### config.mk
export PLATFORM = sky130hd
export DESIGN_NAME = ps2_kb_decoder_flat
export DESIGN_NICKNAME = d
export VERILOG_FILES = /design/src/rtl/ps2_kb_decoder_if.sv /design/src/rtl/ps2_kb_decoder.sv /design/src/flat_wrapper.sv
export SDC_FILE = /design/constraint.sdc
export NUM_CORES = 1
export LEC_CHECK = 0
export ABC_AREA = 1
export BUFFER_PORTS_ARGS = -buffer_cell sky130_fd_sc_hd__buf_2
export CAP_MARGIN = 15
export CORE_ASPECT_RATIO = 1.1
export CORE_UTILIZATION = 45
export DETAILED_ROUTE_END_ITERATION = 10
export HOLD_SLACK_MARGIN = 0.03
export SKIP_CTS_REPAIR_TIMING = 1
export SLEW_MARGIN = 10
export SYNTH_ARGS = -nofsm -noshare
export SYNTH_HDL_FRONTEND = slang
export SYNTH_SLANG_ARGS = --single-unit
export TNS_END_PERCENT = 10
### constraint.sdc
create_clock -name clk -period 1.7 [get_ports clk]
set_input_delay 0 -clock clk [delete_from_list [all_inputs] [get_ports clk]]
set_output_delay 0 -clock clk [all_outputs]
set_load 0.01 [all_outputs]
### src/rtl/ps2_kb_decoder_if.sv
// PS/2 pin pair plus decoded key outputs shared by the board pins, ps2_kb_decoder and the game logic.
interface ps2_kb_decoder_if;
   logic       ps2c;
   logic       ps2d;
   logic [2:0] kb_out;
   logic       kb_valid;
   logic [7:0] scan_code;
   logic       frame_err;

   modport master (output ps2c, ps2d, input kb_out, kb_valid, scan_code, frame_err);
   modport slave  (input ps2c, ps2d, output kb_out, kb_valid, scan_code, frame_err);
endinterface

### src/rtl/ps2_kb_decoder.sv
// PS/2 keyboard receiver and arrow/WASD/space decoder feeding snake's kb_out.
// Optional odd-parity check on received frames: define PS2_PARITY_CHECK_EN.
module ps2_kb_decoder #(
   parameter int FILTER_LEN  = 8,
   parameter int TIMEOUT_CYC = 12500
) (
   input  logic            clk,
   input  logic            clr,
   ps2_kb_decoder_if.slave bus
);
   localparam int FW = $clog2(FILTER_LEN + 1);
   localparam int TW = $clog2(TIMEOUT_CYC + 1);

   typedef enum logic [1:0] {S_IDLE, S_DATA, S_PARITY, S_STOP} rx_state_t;
   typedef enum logic [2:0] {K_NONE, K_UP, K_DOWN, K_LEFT, K_RIGHT, K_SPACE} key_t;

   // Pin vectors are ordered {ps2d, ps2c}.
   logic [1:0]    pin, sync1, sync2, filt;
   logic [FW-1:0] flt_cnt [2];
   logic          c_filt_q;
   logic          fall;

   assign pin = {bus.ps2d, bus.ps2c};

   // NOTE: every stage resets to 1, the idle bus level, so reset release never fabricates a fall edge.
   always_ff @(posedge clk or posedge clr) begin
      if (clr) begin
         sync1    <= '1;
         sync2    <= '1;
         filt     <= '1;
         c_filt_q <= 1'b1;
         for (int i = 0; i < 2; i++) flt_cnt[i] <= '0;
      end else begin
         sync1    <= pin;
         sync2    <= sync1;
         c_filt_q <= filt[0];
         for (int i = 0; i < 2; i++) begin
            if (sync2[i] == filt[i]) begin
               flt_cnt[i] <= '0;
            end else if (flt_cnt[i] == FW'(FILTER_LEN - 1)) begin
               filt[i]    <= sync2[i];
               flt_cnt[i] <= '0;
            end else begin
               flt_cnt[i] <= flt_cnt[i] + 1'b1;
            end
         end
      end
   end

   assign fall = c_filt_q & ~filt[0];

   rx_state_t     state;
   logic [2:0]    bit_cnt;
   logic [7:0]    shreg;
   logic [TW-1:0] tmo_cnt;
   logic          tmo_hit;
   logic          stop_ok;
   logic          byte_done;
   logic          byte_bad;
   logic [7:0]    byte_data;

   // A fall edge in the expiry cycle takes priority over the timeout.
   assign tmo_hit = (state != S_IDLE) && !fall && (tmo_cnt == TW'(TIMEOUT_CYC));

`ifdef PS2_PARITY_CHECK_EN
   logic par_ok;
   assign stop_ok = filt[1] && par_ok;
`else
   assign stop_ok = filt[1];
`endif

   always_ff @(posedge clk or posedge clr) begin
      if (clr) begin
         state     <= S_IDLE;
         bit_cnt   <= '0;
         shreg     <= '0;
         tmo_cnt   <= '0;
         byte_done <= 1'b0;
         byte_bad  <= 1'b0;
         byte_data <= '0;
`ifdef PS2_PARITY_CHECK_EN
         par_ok    <= 1'b0;
`endif
      end else begin
         byte_done <= 1'b0;
         byte_bad  <= 1'b0;
         if (state == S_IDLE || fall || tmo_hit) tmo_cnt <= '0;
         else                                    tmo_cnt <= tmo_cnt + 1'b1;

         if (fall) begin
            case (state)
               S_IDLE: begin
                  if (!filt[1]) begin
                     state   <= S_DATA;
                     bit_cnt <= '0;
                  end
               end
               S_DATA: begin
                  shreg   <= {filt[1], shreg[7:1]};
                  bit_cnt <= bit_cnt + 1'b1;
                  if (bit_cnt == 3'd7) state <= S_PARITY;
               end
               S_PARITY: begin
`ifdef PS2_PARITY_CHECK_EN
                  par_ok <= ^{shreg, filt[1]};
`endif
                  state  <= S_STOP;
               end
               S_STOP: begin
                  state <= S_IDLE;
                  if (stop_ok) begin
                     byte_done <= 1'b1;
                     byte_data <= shreg;
                  end else begin
                     byte_bad  <= 1'b1;
                  end
               end
               default: state <= S_IDLE;
            endcase
         end else if (tmo_hit) begin
            state <= S_IDLE;
         end
      end
   end

   logic [7:0] scan_r;
   key_t       kb_out_r;
   key_t       key;
   logic       kb_valid_r;
   logic       frame_err_r;
   logic       ext;
   logic       brk;

   always_comb begin
      key = K_NONE;
      if (ext) begin
         case (byte_data)
            8'h75:   key = K_UP;
            8'h72:   key = K_DOWN;
            8'h6B:   key = K_LEFT;
            8'h74:   key = K_RIGHT;
            default: key = K_NONE;
         endcase
      end else begin
         case (byte_data)
            8'h1D:   key = K_UP;
            8'h1B:   key = K_DOWN;
            8'h1C:   key = K_LEFT;
            8'h23:   key = K_RIGHT;
            8'h29:   key = K_SPACE;
            default: key = K_NONE;
         endcase
      end
   end

   // Releases clear the prefix flags but never kb_out: the last direction is held.
   always_ff @(posedge clk or posedge clr) begin
      if (clr) begin
         scan_r      <= '0;
         kb_out_r    <= K_NONE;
         kb_valid_r  <= 1'b0;
         frame_err_r <= 1'b0;
         ext         <= 1'b0;
         brk         <= 1'b0;
      end else begin
         kb_valid_r  <= 1'b0;
         frame_err_r <= byte_bad | tmo_hit;
         if (byte_done) begin
            scan_r <= byte_data;
            if (byte_data == 8'hE0) begin
               ext <= 1'b1;
            end else if (byte_data == 8'hF0) begin
               brk <= 1'b1;
            end else if (brk) begin
               brk <= 1'b0;
               ext <= 1'b0;
            end else begin
               ext <= 1'b0;
               if (key != K_NONE) begin
                  kb_out_r   <= key;
                  kb_valid_r <= 1'b1;
               end
            end
         end
      end
   end

   assign bus.kb_out    = kb_out_r;
   assign bus.kb_valid  = kb_valid_r;
   assign bus.scan_code = scan_r;
   assign bus.frame_err = frame_err_r;
endmodule

### src/flat_wrapper.sv
// flat-port wrapper written by rule: the top's interface ports become plain ports
module ps2_kb_decoder_flat 
#(
   parameter int FILTER_LEN  = 8,
   parameter int TIMEOUT_CYC = 12500
)
  (clk, clr, bus_ps2c, bus_ps2d, bus_kb_out, bus_kb_valid, bus_scan_code, bus_frame_err);
  ps2_kb_decoder_if bus_i ();
  input  logic clk;
  input  logic clr;
  input wire logic [$bits(bus_i.ps2c)-1:0] bus_ps2c;
  input wire logic [$bits(bus_i.ps2d)-1:0] bus_ps2d;
  output wire logic [$bits(bus_i.kb_out)-1:0] bus_kb_out;
  output wire logic [$bits(bus_i.kb_valid)-1:0] bus_kb_valid;
  output wire logic [$bits(bus_i.scan_code)-1:0] bus_scan_code;
  output wire logic [$bits(bus_i.frame_err)-1:0] bus_frame_err;
  assign bus_i.ps2c = bus_ps2c;
  assign bus_i.ps2d = bus_ps2d;
  assign bus_kb_out = bus_i.kb_out;
  assign bus_kb_valid = bus_i.kb_valid;
  assign bus_scan_code = bus_i.scan_code;
  assign bus_frame_err = bus_i.frame_err;
  ps2_kb_decoder #(.FILTER_LEN(FILTER_LEN), .TIMEOUT_CYC(TIMEOUT_CYC)) u_core (.clk(clk), .clr(clr), .bus(bus_i));
endmodule
==> results of run 1 <==
path summary, 6_finish.rpt:
check / to / slack, ps
worst max-delay path: u_core.tmo_cnt[7] / 180
worst min-delay path: u_core.byte_data[0] / 230
worst max register to register: u_core.tmo_cnt[7] / 180
worst min register to register: u_core.sync2[1] / 360
max in group asynchronous: u_core.sync1[1] / 850
min in group clk: u_core.sync1[0] / 310
cell type report:
class,instances,area share (%)
clock inverters,5,2.17
well taps,82,2.87
multi-input cells,232,35.4
flip-flops and latches,67,47.1
repair buffers,23,4.26
inverters,41,4.30
clock buffers,11,3.95
critical path, delay by kind of cell (launching register included):
family	cells	cell delay [ps]
simple gates	3	480
compound gates	1	270
flops	1	550
buf+inv	2	130
layout by cell type (no fill, tap or decap), drive strengths merged:
cell / n
clkbuf: 11
o21ai: 23
xor2: 5
xnor2: 3
a211oi: 1
bufinv: 2
a21oi: 19
and2: 2
nor2: 50
o211ai: 2
nor4: 1
and3: 1
nand2: 71
nor3: 7
inv: 41
dfstp: 7
clkinvlp: 1
clkinv: 2
nor3b: 4
dfrtp: 60
o31ai: 1
nand3: 20
buf: 20
a22o: 2
or2: 2
dlygate4sd3: 3
nand4: 7
o21bai: 1
ha: 10
sequential cells by signal, indices dropped and copies added (netlist names), 2 cells and up:
name                  count
u_core.bit_cnt            3
u_core.bus.kb_out         3
u_core.tmo_cnt           14
u_core.sync1              2
u_core.sync2              2
u_core.flt_cnt            8
u_core.byte_data          8
u_core.shreg              8
u_core.filt               2
u_core.bus.scan_code      8
u_core.state              2
layer usage:
| metal | up-vias | wire length (µm) | track usage, % |
|---|---|---|---|
| met5 | - | 0 | 0 |
| met4 | 0 | 102 | 9.73 |
| met3 | 11 | 145 | 3.67 |
| met1 | 1052 | 2500 | 20.2 |
| li1 | 1170 | - | - |
| met2 | 33 | 2600 | 28.6 |
logic make-up after synthesis:
group | Yosys count
AND/OR/NAND/NOR | 165
AO/OA/AOI/OAI | 49
XOR/XNOR | 8
flip-flops | 67
adder cells (fa/ha/maj) | 10
buffers and inverters | 46
through the flow:
step / setup slack [ps] / utilization (%)
finish: 181 / 53.7
global route: 10.6 / 53.7
CTS: 160 / 53.2
detailed placement: 178 / 49.9
global placement: 205 / 49.9
floorplan: 28.4 / -
where the power goes:
group	total, µW	switching, µW	internal (µW)
Combinational	359	233	126
Sequential	1810	86.5	1730
Clock	1450	589	862
Total	3620	909	2710
==> metrics.txt, run 1 <==
Die W=81.6 µm; Max rail drop VDD=0.619 mV; post-synthesis mux area share=0%; FF-to-FF Start=u_core.filt[0]; Synth Area in Compound Gates=8.70%; Hold WC Path Type=input port to asynchronous set/reset pin; number of global-route vias before repair=2143; Placement Cell Area=0.00333 mm²; CTS Buffer Depth=2; NumNets Final=388; Total Neg Setup Slack=0 ps; Die Area=0.00730 mm²; DRT Pass-1 Iters=4; Yosys top cell by area=dfrtp_1; Max Fclk=658 MHz; outcome=finished, final reports clean; area occupied by multi-input gates=0.00127 mm²; clock-pin slew on the worst setup and hold paths=70 ps; final setup skew=7.11 ps; CP Cell Sequence=inv_1 -> nand2_1 -> inv_2 -> nor2_1 -> nand2_2 -> a211oi_1; share of the synthesized area in the top cell type=47.9%; max_cap viols=0; cell with the most instances after synthesis=nand2_1; cell area after synthesis=0.00313 mm²; total CTS buffers=9; Core Region=0.00667 mm²; crit path DAT=1760 ps; XOR/XNOR share of the synthesized area=2.24%; Layout fillers=622; Port Buffer Count=16; via count=2266; Max Slew Vio Count=0; WP data required=1940 ps; Synth Warn #=0; Primary FF master, synth=dfrtp_1; Placed Cells=442; Initial Util=47.0%; Pleak=0.00170 µW; Yosys reg bits=67; Routed WL=5.34 mm; Post-synth ARST share=100%; share of layout cells above drive strength 1=18.2%; Routed Antenna Nets=0; H-tree levels=3; RSZ-0062 raised after global routing=no; Synth Area in Adders=3.99%; total track usage=17.1%; pin count of the biggest net entering global routing=37; CTS Root Cell=clkbuf_8; grt total ovfl=0; first-pass GRT wire length=9.27 mm; per-cell routed wire length=11.6 µm; row cnt=31; Final Critical Period=1520 ps; Pwr Density=1010 mW/mm²; Worst Setup Path Type=flip-flop to flip-flop; total power=3620 µW; antenna cells=0; Worst R2R Path Depth=6; Worst-Margin Slew=486 ps; commonest cells in the netlist=nand2_1 (68), dfrtp_1 (60), nor2_1 (44); period utilization=89.3%; crit path launch type=flip-flop; number of synthesized flops with an enable pin=0; largest family of logic cells by synthesized area=simple AND/OR/NAND/NOR gates; clk sinks=67; I/O pin count=17; final count of negative-setup-slack endpoints=0; final hold viol count=0; Crit Path Max Fanout=14; Cell variety after synth=38; Design Area, Final=0.00358 mm²; CTS tree=done; CP peak stage delay=550 ps; Syn-to-layout area delta=14.2%; Hold Slack=228 ps; Syn Inst Count=345; Register Area=0.00169 mm²; Max-slew headroom=67.5%; post-route insts no fill=461; Iteration-0 DRC Markers=97; initial antenna violation count=0; crit path capture type=flip-flop; simple-gate share of the synthesized area=25.5%; Worst path slowest cell=dfstp_2; sequential share of the synthesized area=53.8%; vias per inst=4.92; detailed-route DRC error count=0; worst skew pair latency=330 ps; post-DP HPWL=3.89 mm; RePlAce Congestion=0.895; Syn Area/Cell=9.08 µm²; die height=89.5 µm; syn nets=359; CP Launch Point=u_core.filt[0]; main area contributors after synthesis=dfrtp_1 (48%), nand2_1 (8.1%), dfstp_2 (5.9%)
(Power assumes the default switching activity.)
==> run 2: changes to the inputs <==
--- a/config.mk
+++ b/config.mk
@@ -5,7 +5,6 @@
 export SDC_FILE = /design/constraint.sdc
 export NUM_CORES = 1
 export LEC_CHECK = 0
-export ABC_AREA = 1
 export BUFFER_PORTS_ARGS = -buffer_cell sky130_fd_sc_hd__buf_2
 export CAP_MARGIN = 15
 export CORE_ASPECT_RATIO = 1.1
==> run 2 against run 1 <==
  * The flow now finishes with violations (negative setup slack)
  * Sequential share of layout area is 2.3 points lower
  * Final cell count decreased by 15%
  * Combinational power rose by 58%
  * First-iteration DRC count rose by 16%
  * Synthesized cell count decreased by 24%
  * Clock skew is 6.0 ps higher
  * Critical path depth down 2
  * Hold slack gained 28 ps
  * Wire length rose by 5.9%
  * Sequential power rose by 3%
  * Area after synthesis shrank 1.4%
  * Power rose by 15%
  * Largest cell class unchanged
  * Largest power group unchanged
  * Highest routed layer unchanged
==> metrics.txt, run 2 <==
CTS tree=done; sequential share of the synthesized area=54.6%; grt total ovfl=0; Post-synth ARST share=100%; final hold viol count=0; vias per inst=5.28; antenna cells=0; Syn Inst Count=263; worst skew pair latency=340 ps; crit path DAT=1940 ps; total track usage=17.6%; Max Slew Vio Count=0; number of synthesized flops with an enable pin=0; per-cell routed wire length=14.4 µm; Synth Warn #=0; Syn-to-layout area delta=22.2%; H-tree levels=3; post-DP HPWL=3.76 mm; first-pass GRT wire length=9.50 mm; Pleak=0.00181 µW; detailed-route DRC error count=0; worst setup margin=-9.49 ps; clk sinks=67; via count=2080; final setup skew=13.1 ps; RSZ-0062 raised after global routing=yes; Crit Path Max Fanout=3; Max Fclk=585 MHz; WP data required=1930 ps; Hold WC Path Type=input port to asynchronous set/reset pin; most frequent cells in the layout=dfrtp_1 (55), mux2_2 (26), nor2_1 (23); cell area after synthesis=0.00309 mm²; cell with the most instances after synthesis=dfrtp_1; Routed Antenna Nets=0; Worst-Margin Slew=361 ps; crit path launch type=flip-flop; Primary FF master, synth=dfrtp_1; I/O pin count=17; number of global-route vias before repair=2016; share of the synthesized area in the top cell type=48.6%; most common cell after layout, fill and taps aside=dfrtp_1; Yosys reg bits=67; total power=4180 µW; Cell variety after synth=56; pin count of the biggest net entering global routing=68; max_cap viols=0; main area contributors after synthesis=dfrtp_1 (49%), mux2_2 (9.5%), dfstp_2 (6.0%); Yosys top cell by area=dfrtp_1; period utilization=101%; Max-slew headroom=75.9%; Syn Area/Cell=11.7 µm²; Die W=81 µm; syn nets=277; share of layout cells above drive strength 1=34.3%; Final Critical Period=1710 ps; Routed WL=5.66 mm; DRT Pass-1 Iters=4; CTS Root Cell=clkbuf_8; Core Region=0.00659 mm²; row cnt=31; Port Buffer Count=16; Die Area=0.00720 mm²; initial antenna violation count=0; Layout fillers=565; Register Area=0.00169 mm²; clock-pin slew on the worst setup and hold paths=80 ps; CTS Buffer Depth=2; Largest Register=u_core.tmo_cnt; Iteration-0 DRC Markers=113; max FFs per register=14; NumNets Final=321; die height=88.9 µm; Pwr Density=1110 mW/mm²; failing checks=negative setup slack; Max rail drop VDD=0.793 mV; Worst Setup Path Type=flip-flop to flip-flop; final count of negative-setup-slack endpoints=1; final core area utilization=57.2%; total CTS buffers=9; Initial Util=46.9%; crit path capture type=flip-flop; RePlAce Congestion=0.749; commonest cells in the netlist=dfrtp_1 (60), mux2_2 (26), nor2_1 (23); outcome=complete, but fails checks; area occupied by multi-input gates=0.00136 mm²
run 2: per-stage QoR:
| step | instance area [µm²] | hold slack, ps | std cells | worst slack (ps) | TNS (ps) |
|---|---|---|---|---|---|
| 2_1_floorplan | 3090 | 4.48 | 263 | -2.59 | -2.59 |
| 3_3_place_gp | 3410 | 104 | 373 | 16.5 | 0 |
| 3_5_place_dp | 3410 | 106 | 373 | -48.7 | -69.3 |
| 4_1_cts | 3680 | -274 | 389 | -80.4 | -177 |
| 5_1_grt | 3770 | 291 | 394 | -105 | -801 |
| 6_report | 3770 | 256 | 394 | -9.49 | -9.49 |
run 2: where the power goes:
group / internal [µW] / leakage, µW / switching (µW) / total, µW
Sequential: 1750 / 0.000897 / 111 / 1860
Combinational: 245 / 0.000783 / 323 / 568
Clock: 1130 / 0.000131 / 627 / 1760
Total: 3120 / 0.00181 / 1060 / 4180
run 2: layout make-up:
class / count / area share [%]
clock inverter: 6 / 3.65
timing repair buffer: 41 / 7.95
inverter: 14 / 1.39
multi-input combinational: 174 / 36.1
clock buffer: 10 / 3.38
tap: 82 / 2.72
sequential: 67 / 44.8
run 2: kinds of logic after synthesis:
kind of cell | share of synthesized area (%)
XOR/XNOR | 4.25
AO/OA/AOI/OAI | 7.33
adder cells (fa/ha/maj) | 4.05
AND/OR/NAND/NOR | 17.1
flip-flops | 54.6
multiplexers | 9.80
buffers and inverters | 2.96
run 2: worst max-delay path, cell delays in order, from the launching register on:
cell	delay (ps)
dfrtp_1	400
or4_4	550
nor4_4	220
o221ai_2	170
a22o_1	250
run 2: final timing paths:
check                              startpoint           endpoint  slack [ps]  cells past startpoint
setup / recovery           u_core.tmo_cnt[10]    u_core.state[0]          -9                      4
hold / removal                            clr  u_core.flt_cnt[6]         260                      4
setup reg to reg           u_core.tmo_cnt[10]    u_core.state[0]          -9                      4
hold reg to reg               u_core.sync1[0]    u_core.sync2[0]         360                      0
max in group asynchronous                 clr     u_core.filt[1]        1090                      4
min in group clk                     bus_ps2c    u_core.sync1[0]         300                      2
run 2: routing by layer:
layer	routed length, µm	vias to the layer above	part of all wire, %	track usage, %
met5	0	-	0	0
met4	87	0	1.5	9.25
met3	125	8	2.2	3.37
met2	2640	27	47	27.4
met1	2810	1021	50	23.5
li1	-	1024	-	-
